<file path="src/rtl/lsu_pkg.sv">
// Shared types for the load/store unit: access sizes, fault codes, FSM states
// and the registered memory-request / response payloads.
package lsu_pkg;

    localparam int unsigned XLEN = 32;

    typedef enum logic [1:0] {
        SIZE_BYTE    = 2'b00,
        SIZE_HALF    = 2'b01,
        SIZE_WORD    = 2'b10,
        SIZE_ILLEGAL = 2'b11
    } size_e;

    typedef enum logic [1:0] {
        FAULT_NONE       = 2'b00,
        FAULT_MISALIGNED = 2'b01,
        FAULT_RANGE      = 2'b10,
        FAULT_BAD_SIZE   = 2'b11
    } fault_e;

    typedef enum logic [2:0] {
        ST_IDLE,
        ST_WRITE,
        ST_RD0,
        ST_RD1,
        ST_RD2,
        ST_RESP
    } state_e;

    typedef struct packed {
        logic [XLEN-1:0] addr;
        logic [XLEN-1:0] wdata;
        logic [1:0]      size;
        logic            we;
    } mem_req_t;

    typedef struct packed {
        logic [XLEN-1:0] rdata;
        fault_e          fault;
    } resp_t;

    // Bytes touched by an access; the illegal encoding is treated as a word.
    function automatic logic [2:0] size_nbytes(input logic [1:0] size);
        case (size)
            SIZE_BYTE: size_nbytes = 3'd1;
            SIZE_HALF: size_nbytes = 3'd2;
            default:   size_nbytes = 3'd4;
        endcase
    endfunction

endpackage

</file>
<file path="src/rtl/load_extend.sv">
// Sign/zero extension of raw memory read data to a full register value.
module load_extend
    import lsu_pkg::*;
(
    input  logic [XLEN-1:0] data,
    input  logic [1:0]      size,
    input  logic            sign_ext,
    output logic [XLEN-1:0] result_c
);

    always_comb begin
        result_c = data;
        case (size)
            SIZE_BYTE: result_c = {{24{sign_ext & data[7]}},  data[7:0]};
            SIZE_HALF: result_c = {{16{sign_ext & data[15]}}, data[15:0]};
            default:   result_c = data;
        endcase
    end

endmodule

</file>
<file path="src/rtl/load_store_unit.sv">
// Load/store sequencer: address generation, fault checks, memory timing
// and registered response toward the execute stage.
module load_store_unit
    import lsu_pkg::*;
#(
    parameter int unsigned MEM_BYTES        = 256,
    parameter bit          ALLOW_MISALIGNED = 1'b0
) (
    input  logic            clk,
    input  logic            rst,
    input  logic            req_valid,
    output logic            req_ready,
    input  logic            req_write,
    input  logic [1:0]      req_size,
    input  logic            req_signed,
    input  logic [XLEN-1:0] req_base,
    input  logic [XLEN-1:0] req_offset,
    input  logic [XLEN-1:0] req_wdata,
    output logic            resp_valid,
    input  logic            resp_ready,
    output logic [XLEN-1:0] resp_rdata,
    output logic [1:0]      resp_fault,
    output logic [XLEN-1:0] memory_address,
    output logic [XLEN-1:0] memory_in,
    output logic [1:0]      memory_size,
    output logic            memory_write_enable,
    input  logic [XLEN-1:0] memory_out
);

    state_e   state, state_next;
    mem_req_t mem_q, mem_next;
    resp_t    resp_q, resp_next;
    logic     resp_valid_q, resp_valid_next;
    logic     load_signed, load_signed_next;

    logic [XLEN-1:0] addr_c;
    logic [XLEN:0]   end_c;
    logic            misaligned_c;
    fault_e          fault_c;
    logic [XLEN-1:0] ext_c;

    assign req_ready           = (state == ST_IDLE) && !rst;
    assign resp_valid          = resp_valid_q;
    assign resp_rdata          = resp_q.rdata;
    assign resp_fault          = resp_q.fault;
    assign memory_address      = mem_q.addr;
    assign memory_in           = mem_q.wdata;
    assign memory_size         = mem_q.size;
    assign memory_write_enable = mem_q.we;

    // Effective address and fault classification (bad_size > misaligned > range).
    always_comb begin
        addr_c       = req_base + req_offset;
        end_c        = {1'b0, addr_c} + (XLEN+1)'(size_nbytes(req_size));
        misaligned_c = ((req_size == SIZE_HALF) && addr_c[0]) ||
                       ((req_size == SIZE_WORD) && (addr_c[1:0] != 2'b00));
        fault_c      = FAULT_NONE;
        if (req_size == SIZE_ILLEGAL) begin
            fault_c = FAULT_BAD_SIZE;
        end else if (!ALLOW_MISALIGNED && misaligned_c) begin
            fault_c = FAULT_MISALIGNED;
        end else if (end_c > (XLEN+1)'(MEM_BYTES)) begin
            fault_c = FAULT_RANGE;
        end
    end

    load_extend u_load_extend (
        .data     (memory_out),
        .size     (mem_q.size),
        .sign_ext (load_signed),
        .result_c (ext_c)
    );

    // Next-state and next-value logic for every registered output.
    always_comb begin
        state_next       = state;
        mem_next         = mem_q;
        mem_next.we      = 1'b0;
        resp_next        = resp_q;
        resp_valid_next  = resp_valid_q;
        load_signed_next = load_signed;

        case (state)
            ST_IDLE: begin
                if (req_valid) begin
                    mem_next.addr    = addr_c;
                    mem_next.wdata   = req_wdata;
                    mem_next.size    = req_size;
                    load_signed_next = req_signed;
                    if (fault_c != FAULT_NONE) begin
                        state_next      = ST_RESP;
                        resp_valid_next = 1'b1;
                        resp_next.rdata = '0;
                        resp_next.fault = fault_c;
                    end else if (req_write) begin
                        state_next  = ST_WRITE;
                        mem_next.we = 1'b1;
                    end else begin
                        state_next = ST_RD0;
                    end
                end
            end
            ST_WRITE: begin
                state_next      = ST_RESP;
                resp_valid_next = 1'b1;
                resp_next.rdata = '0;
                resp_next.fault = FAULT_NONE;
            end
            ST_RD0: state_next = ST_RD1;
            ST_RD1: state_next = ST_RD2;
            ST_RD2: begin
                state_next      = ST_RESP;
                resp_valid_next = 1'b1;
                resp_next.rdata = ext_c;
                resp_next.fault = FAULT_NONE;
            end
            ST_RESP: begin
                if (resp_ready) begin
                    state_next      = ST_IDLE;
                    resp_valid_next = 1'b0;
                end
            end
            default: state_next = ST_IDLE;
        endcase
    end

    always_ff @(posedge clk) begin
        if (rst) begin
            state        <= ST_IDLE;
            mem_q        <= '0;
            resp_q       <= '0;
            resp_valid_q <= 1'b0;
            load_signed  <= 1'b0;
        end else begin
            state        <= state_next;
            mem_q        <= mem_next;
            resp_q       <= resp_next;
            resp_valid_q <= resp_valid_next;
            load_signed  <= load_signed_next;
        end
    end

endmodule

</file>
<file path="config.mk">
export PLATFORM = sky130hd
export DESIGN_NAME = load_store_unit
export DESIGN_NICKNAME = d
export VERILOG_FILES = /design/src/rtl/lsu_pkg.sv /design/src/rtl/load_extend.sv /design/src/rtl/load_store_unit.sv
export SDC_FILE = /design/constraint.sdc
export NUM_CORES = 1
export LEC_CHECK = 0
export CAP_MARGIN = 20
export CORE_MARGIN = 1
export CORE_UTILIZATION = 30
export CTS_BUF_LIST = sky130_fd_sc_hd__clkbuf_4
export DETAILED_ROUTE_END_ITERATION = 6
export PLACE_DENSITY = 0.54
export RECOVER_POWER = 100
export SYNTH_ARGS = -nofsm -noshare
export SYNTH_HDL_FRONTEND = slang
export SYNTH_SLANG_ARGS = --single-unit
export TNS_END_PERCENT = 50
</file>
<file path="constraint.sdc">
create_clock -name clk -period 9.8 [get_ports clk]
set_input_delay 1.47 -clock clk [delete_from_list [all_inputs] [get_ports clk]]
set_output_delay 1.47 -clock clk [all_outputs]
set_load 0.01 [all_outputs]
</file>
==> flow_summary_export.csv, run 1 <==
group,metric,value,unit
critical_path,worst_r2r_startpoint,"state[0]$_SDFFE_PP0P_",
synthesis,async_flop_share,0,%
cells_and_area,area.growth.synth_to_final,36.34,%
clock_tree,clkLatencyLatePin,0.48,ns
route,route.antenna.remaining_nets,0,
status,run_status,"complete, but fails checks",
global_routing,vias_in_the_first_global_route,6978,
clock_tree,clock-root-buffer,"sky130_fd_sc_hd__clkbuf_4",
status,violations,"max-capacitance violations, max-slew violations",
critical_path,cp_num_buf_inv,1,
route,highest-signal-layer,"met5",
placement,routabilityCongestion,0.8195,
global_routing,global_route.overflow_total,0,
synthesis,postSynthCellCount,958,
floorplanning,core.rowCount,56,
route,drc,0,
power,cellLeakagePower,3.862,nW
critical_path,setup.worst_path.class,"in -> reg",
clock_tree,clkTransAtPathRegs,0.18,ns
clock_tree,clkSinkCount,106,
global_routing,maximum_number_of_pins_on_one_net_before_global_route_repair,66,
critical_path,timing.critical_path.slowest_cell_delay,0.66,ns
critical_path,crit_chain,"dlygate4sd3_1 -> ha_1 -> a21oi_1 -> nand2_1 -> o21a_1 -> or3_1 -> xor2_1 -> and3_1 -> and4_1 -> nand4_1 -> mux2_1 -> nor4_1 -> nand3b_2 -> a31o_1 -> o32ai_1",
cells_and_area,drive_gt1_share,4.557,%
cells_and_area,area.sequential,2122,um2
critical_path,crit_fanout,33,
worst_hold_path,min_path_type,"reg -> reg",
route,met2_length,11.27,mm
critical_path,cp-start-kind,"primary input",
power,total_power,1.156,mW
route,detail_route.first_pass.iterations,5,
cells_and_area,layout.filler_cells,2480,
critical_path,r2r_end,"memory_address[3]$_SDFFE_PP0P_",
route,length_of_routed_met3_wiring,1.458,mm
synthesis,yosysTopAreaCellShare,29.21,%
sta,max_slew.worst_pin.slew,2.099,ns
synthesis,synth.top_cells.by_area,"sky130_fd_sc_hd__dfxtp_1, sky130_fd_sc_hd__nand2_1, sky130_fd_sc_hd__a21oi_1",
clock_tree,cts_hold_buf,0,
sta,whs,0.4618,ns
floorplanning,floorplan.die.height,157.6,um
synthesis,avgSynthCellArea,7.583,um2
route,drt-wirelength-per-cell,16.34,um
critical_path,worst_ep_arrival_time,7.22,ns
synthesis,synth_enable_flop_cells,0,
critical_path,crit_path_start,"req_base[5]",
cells_and_area,utilization,41.95,%
floorplanning,start_util,30.77,%
synthesis,yosys_warnings,0,
synthesis,synth.ff_latch_count,106,
sta,final_period_minus_worst_setup_slack,6.847,ns
floorplanning,chipWidth,157.6,um
cells_and_area,final_net_count,1330,
floorplanning,coreArea,23610,um2
critical_path,worst_ep_required_time,10.17,ns
sta,min_period_over_period,69.87,%
placement,cell_count_post_placement,1466,
synthesis,synthesis.area,7264,um2
run,drv_cap,2,
power,cellInternalPower,716.8,uW
route,detail_route.iter0.violations,431,
synthesis,synth_nets,1130,
power,power.density_cell_area,116.7,nW/um2
sta,slew_violations,85,
sta,clock.fmax,146.0,MHz
synthesis,distinct_cells_synth,81,
route,routed_wirelength,24.23,mm
critical_path,crit_family,"simple AND/OR/NAND/NOR gates",
power,power.combinational.fraction,40.4,%
placement,io_buffer_count,238,
power,sequentialPowerShare,40.7,%
clock_tree,tritoncts,"yes",
floorplanning,die_outline_area,24840,um2
synthesis,sequential_to_total_area_share_from_yosys_stat,29.21,%
synthesis,synth-main-ff-cell,"sky130_fd_sc_hd__dfxtp_1",
worst_hold_path,min_path_cells,2,
placement,detailed_place_hpwl,18.92,mm
global_routing,global_route.usage.total,19.31,%
synthesis,yosysTopAreaCell,"sky130_fd_sc_hd__dfxtp_1",
clock_tree,h-tree-depth,3,
sta,finalSetupViolations,0,
clock_tree,cts_made_buffers,9,
route,via_per_inst,5.061,
route,vias,7506,
worst_hold_path,whs_endpoint,"memory_in[7]$_SDFFE_PP0P_",
critical_path,r2r_setup_slack,6.07,ns
clock_tree,post-cts-setup-buffers,0,
sta,clock-skew-final,0.02142,ns
critical_path,slowest_cp_cell,"sky130_fd_sc_hd__a31o_1",
sta,setup_tns,0,ns
critical_path,reg2regPathDepth,7,
worst_hold_path,timing.hold.worst.start,"memory_in[7]$_SDFFE_PP0P_",
sta,slew_headroom,-39.97,%
route,route.layer.met1.wl,10.99,mm
cells_and_area,multiInputGateArea,4710,um2
global_routing,global_route_wire_length_before_repair,37.65,mm
floorplanning,pin_count,239,
sta,grt_setup_unrepaired,"no",
sta,hold_viol,0,
power,clockPowerShare,18.9,%
power,net-switching-power,439.4,uW
power,vdd.ir_drop.worst,52.86,uV
clock_tree,clockBufferDepth,2,
cells_and_area,layoutNonFillerInstCount,1483,
global_routing,grt_antenna_before_repair,2,
power,power_switching_share,38.00,%
critical_path,end_kind,"flip-flop",
clock_tree,post_cts_resized,0,
-- layout make-up --
| cell class | count | area share [%] |
|---|---|---|
| antenna | 1 | 0.02527 |
| clock buffer | 9 | 0.6822 |
| clock inverter | 7 | 0.6569 |
| inverter | 25 | 0.9474 |
| multi-input combinational | 771 | 47.55 |
| sequential | 106 | 21.43 |
| tap | 319 | 4.030 |
| timing repair buffer | 245 | 24.68 |
-- state kept, by name (all words and copies together) (netlist names) --
register	count
memory_address	32
memory_in	32
resp_rdata	32
state	3
memory_size	2
resp_fault	2
load_signed	1
memory_write_enable	1
resp_valid	1
-- power groups by stage --
stage / combinational, mW / sequential, mW / clock [mW]
2_1_floorplan: 0.280 / 0.490 / 0
3_3_place_gp: 0.481 / 0.480 / 0
3_5_place_dp: 0.480 / 0.481 / 0
4_1_cts: 0.483 / 0.472 / 0.235
5_1_grt: 0.516 / 0.474 / 0.250
6_report: 0.467 / 0.470 / 0.219
-- placed cells by master (no fill, tap or decap), drive strengths merged, types with 11 or more instances in the layout --
master         Yosys  layout
a211oi            13      13
a21oi            114     114
clkbuf            41      11
clkdlybuf4s50      0     132
dfxtp            106     106
dlygate4sd3        0     105
ha                34      34
inv               25      27
nand2            170     170
nand2b            26      26
nand3             13      13
nand4             15      15
nor2              68      68
nor2b             23      23
nor3              18      18
o211ai            11      11
o21a              14      14
o21ai             67      67
o32ai             18      18
xnor2             13      13
-- through the flow --
step / instance area, um2 / worst slack (ns)
2_1_floorplan: 7264 / 4.491
3_3_place_gp: 9851 / 3.234
3_5_place_dp: 9878 / 3.269
4_1_cts: 10010 / 3.813
5_1_grt: 9905 / 2.532
6_report: 9905 / 2.953
-- worst min-delay path, stage by stage, from the launching register on --
cell	delay (ns)
sky130_fd_sc_hd__dfxtp_1	0.34
sky130_fd_sc_hd__nand2_1	0.05
sky130_fd_sc_hd__a21oi_1	0.05
-- Yosys cell counts, drive strengths merged, types with 11 or more instances --
master / n
o211ai: 11
nor3: 18
nand4: 15
nand2b: 26
a211oi: 13
o21a: 14
xnor2: 13
clkbuf: 41
inv: 25
nand3: 13
ha: 34
nor2b: 23
nor2: 68
a21oi: 114
o32ai: 18
nand2: 170
dfxtp: 106
buf: 15
o21ai: 67
-- logic make-up (layout without fill, tap and decap cells) --
family | after synthesis | in the layout | share of synthesized area, %
mux | 13 | 13 | 1.895
xor+xnor | 22 | 22 | 2.859
other cells | 0 | 1 | 0
compound gates | 295 | 295 | 27.08
flops | 106 | 106 | 29.21
fa+ha+maj | 36 | 36 | 6.407
buf+inv | 81 | 286 | 4.616
simple gates | 405 | 405 | 27.94
-- metal layers --
layer	GRT usage (%)	vias to the layer above
met2	32.20	234
met3	3.641	28
met5	0	-
met4	6.195	2
met1	24.98	3400
li1	-	3842
-- how the worst max path moves through the flow --
stage | slack (ns) | depth (start not counted) | end
6_report | 2.95 | 15 | resp_rdata[29]$_SDFFE_PP0P_
5_1_grt | 2.53 | 15 | resp_rdata[20]$_SDFFE_PP0P_
4_1_cts | 3.81 | 15 | resp_rdata[17]$_SDFFE_PP0P_
3_5_place_dp | 3.27 | 15 | resp_rdata[17]$_SDFFE_PP0P_
3_3_place_gp | 3.23 | 15 | resp_rdata[19]$_SDFFE_PP0P_
2_1_floorplan | 4.49 | 17 | resp_rdata[28]$_SDFFE_PP0P_
Note: power is estimated with default switching activity, not from simulation.
==> run 2: changes to the inputs <==
Settings changed: PLACE_DENSITY 0.54 to 0.56.
Clock period 9.8 ns to 5.6 ns, I/O delays scaled along.
==> run 2 against run 1 <==
Net effect: the flow still finishes with violations (max-capacitance violations, max-slew violations); worst setup slack lost 2.5 ns; via count grew 1.1%; non-clock buffer count grew 38; combinational power grew 85%; flip-flop and latch count is the same; first-iteration DRC count grew 2.8%; register-to-register slack lost 4.1 ns; clock-buffer cell count grew 1; routed wire length shrank 2.1%; final area grew 3.2%; sequential share of layout area shrank 0.66 points; critical path depth grew 1; critical path type unchanged; largest power group is now combinational cells.
==> flow_summary_export.csv, run 2 (synthesis gave the netlist of run 1 again) <==
group,metric,value,unit
sta,final_period_minus_worst_setup_slack,5.175,ns
power,total_power,2.155,mW
critical_path,crit_chain,"clkdlybuf4s50_1 -> ha_1 -> o211ai_1 -> clkbuf_4 -> o211ai_2 -> nand2_1 -> a2111oi_0 -> nor3_1 -> or2_2 -> nor3_1 -> nand4_1 -> mux2_1 -> nor4_4 -> nand3b_2 -> a31o_4 -> o32ai_1",
worst_hold_path,min_path_cells,2,
sta,slew_headroom,-76.16,%
clock_tree,h-tree-depth,3,
route,detail_route.iter0.violations,443,
sta,setup_tns,0,ns
cells_and_area,utilization,43.27,%
cells_and_area,final_net_count,1368,
status,violations,"max-capacitance violations, max-slew violations",
sta,clock.fmax,193.2,MHz
critical_path,worst_ep_required_time,6.00,ns
critical_path,worst_ep_arrival_time,5.58,ns
sta,hold_viol,0,
route,drc,0,
clock_tree,cts_made_buffers,9,
clock_tree,clkLatencyLatePin,0.50,ns
power,power.density_cell_area,210.9,nW/um2
floorplanning,chipWidth,157.6,um
floorplanning,coreArea,23610,um2
placement,dpl_cell_area,10140,um2
critical_path,reg2regPathDepth,6,
sta,clock-skew-final,0.01817,ns
cells_and_area,post-route-cell-area,10220,um2
clock_tree,clkTransAtPathRegs,0.16,ns
worst_hold_path,min_path_type,"reg -> reg",
global_routing,maximum_number_of_pins_on_one_net_before_global_route_repair,82,
floorplanning,die_outline_area,24840,um2
status,run_status,"complete, but fails checks",
floorplanning,start_util,30.77,%
floorplanning,floorplan.die.height,157.6,um
cells_and_area,final_common_cell,"sky130_fd_sc_hd__nand2_1",
critical_path,setup.worst_path.class,"in -> reg",
route,detail_route.first_pass.iterations,5,
global_routing,vias_in_the_first_global_route,6993,
critical_path,end_kind,"flip-flop",
power,vdd.ir_drop.worst,93.69,uV
critical_path,crit_fanout,33,
clock_tree,post-cts-setup-buffers,0,
sta,slew_violations,109,
floorplanning,core.rowCount,56,
route,met2_length,11.20,mm
sta,max_slew.worst_pin.slew,2.642,ns
clock_tree,post_cts_resized,0,
clock_tree,clkSinkCount,106,
critical_path,cpMostUsedCell,"sky130_fd_sc_hd__nor3_1",
clock_tree,cts_hold_buf,0,
sta,min_period_over_period,92.41,%
route,vias,7590,
route,routed_wirelength,23.72,mm
floorplanning,pin_count,239,
route,via_per_inst,4.987,
run,drv_cap,2,
critical_path,cp-start-kind,"primary input",
route,highest-signal-layer,"met4",
placement,detailed_place_hpwl,18.42,mm
critical_path,slowest_cp_cell,"sky130_fd_sc_hd__a2111oi_0",
global_routing,global_route.overflow_total,0,
placement,io_buffer_count,238,
global_routing,global_route_wire_length_before_repair,37.14,mm
route,route.antenna.remaining_nets,0,
cells_and_area,area.growth.synth_to_final,40.65,%
power,cellLeakagePower,4.055,nW
global_routing,global_route.usage.total,18.96,%
sta,grt_setup_unrepaired,"no",
clock_tree,clock-root-buffer,"sky130_fd_sc_hd__clkbuf_4",
clock_tree,clockBufferDepth,2,
route,route.layer.met1.wl,10.89,mm
route,length_of_routed_met3_wiring,1.385,mm
critical_path,timing.critical_path.slowest_cell_delay,0.82,ns
route,drt-wirelength-per-cell,15.58,um
global_routing,grt_antenna_before_repair,1,
cells_and_area,final_cell_mix,"sky130_fd_sc_hd__nand2_1, sky130_fd_sc_hd__clkdlybuf4s50_1, sky130_fd_sc_hd__a21oi_1, sky130_fd_sc_hd__dfxtp_1, sky130_fd_sc_hd__dlygate4sd3_1",
cells_and_area,drive_gt1_share,7.660,%
sta,finalSetupViolations,0,
clock_tree,tritoncts,"yes",
placement,routabilityCongestion,0.8891,
sta,whs,0.4609,ns
## run 2: area by class of cell
cell class	count	area, um2
clock inverters	6	96.34
inverters	25	93.84
fillers	2465	13400
repair buffers	283	2703
well taps	319	399.1
flip-flops and latches	106	2122
multi-input cells	771	4723
clock buffers	10	75.07
diodes	2	5.005
## run 2: worst max-delay path: cells and delay by family
family                   cells  cell delay [ns]
adder cells (fa/ha/maj)      1             0.37
multiplexers                 1             0.37
AND/OR/NAND/NOR              7             1.56
AO/OA/AOI/OAI                5             1.84
buffers and inverters        2             0.58
## run 2: routing by layer
metal  global-route usage (%)  vias up
met5                        0        -
li1                         -     3916
met4                    4.669        0
met1                    25.08     3440
met3                    3.258       16
met2                    31.82      218
## run 2: metrics by stage
stage / instances / setup slack, ns
final: 1522 / 0.4248
after global placement: 1504 / 0.1035
after CTS: 1520 / 0.6197
after floorplan: 958 / 0.9215
after detailed placement: 1504 / 0.09039
after global routing: 1522 / 0.1697
## run 2: where the power goes
part | switching (mW) | total (mW) | internal, mW | leakage, nW
sequential | 0.0225 | 0.822 | 0.799 | 0.863
combinational | 0.466 | 0.862 | 0.396 | 3.10
clock | 0.279 | 0.471 | 0.192 | 0.0891
## run 2: worst paths after layout
path	slack, ns	startpoint	endpoint
worst min-delay path	0.46	memory_in[27]$_SDFFE_PP0P_	memory_in[27]$_SDFFE_PP0P_
worst max register to register	1.98	state[0]$_SDFFE_PP0P_	memory_address[12]$_SDFFE_PP0P_
worst min register to register	0.46	memory_in[27]$_SDFFE_PP0P_	memory_in[27]$_SDFFE_PP0P_
worst max-delay path	0.42	req_base[2]	resp_rdata[23]$_SDFFE_PP0P_
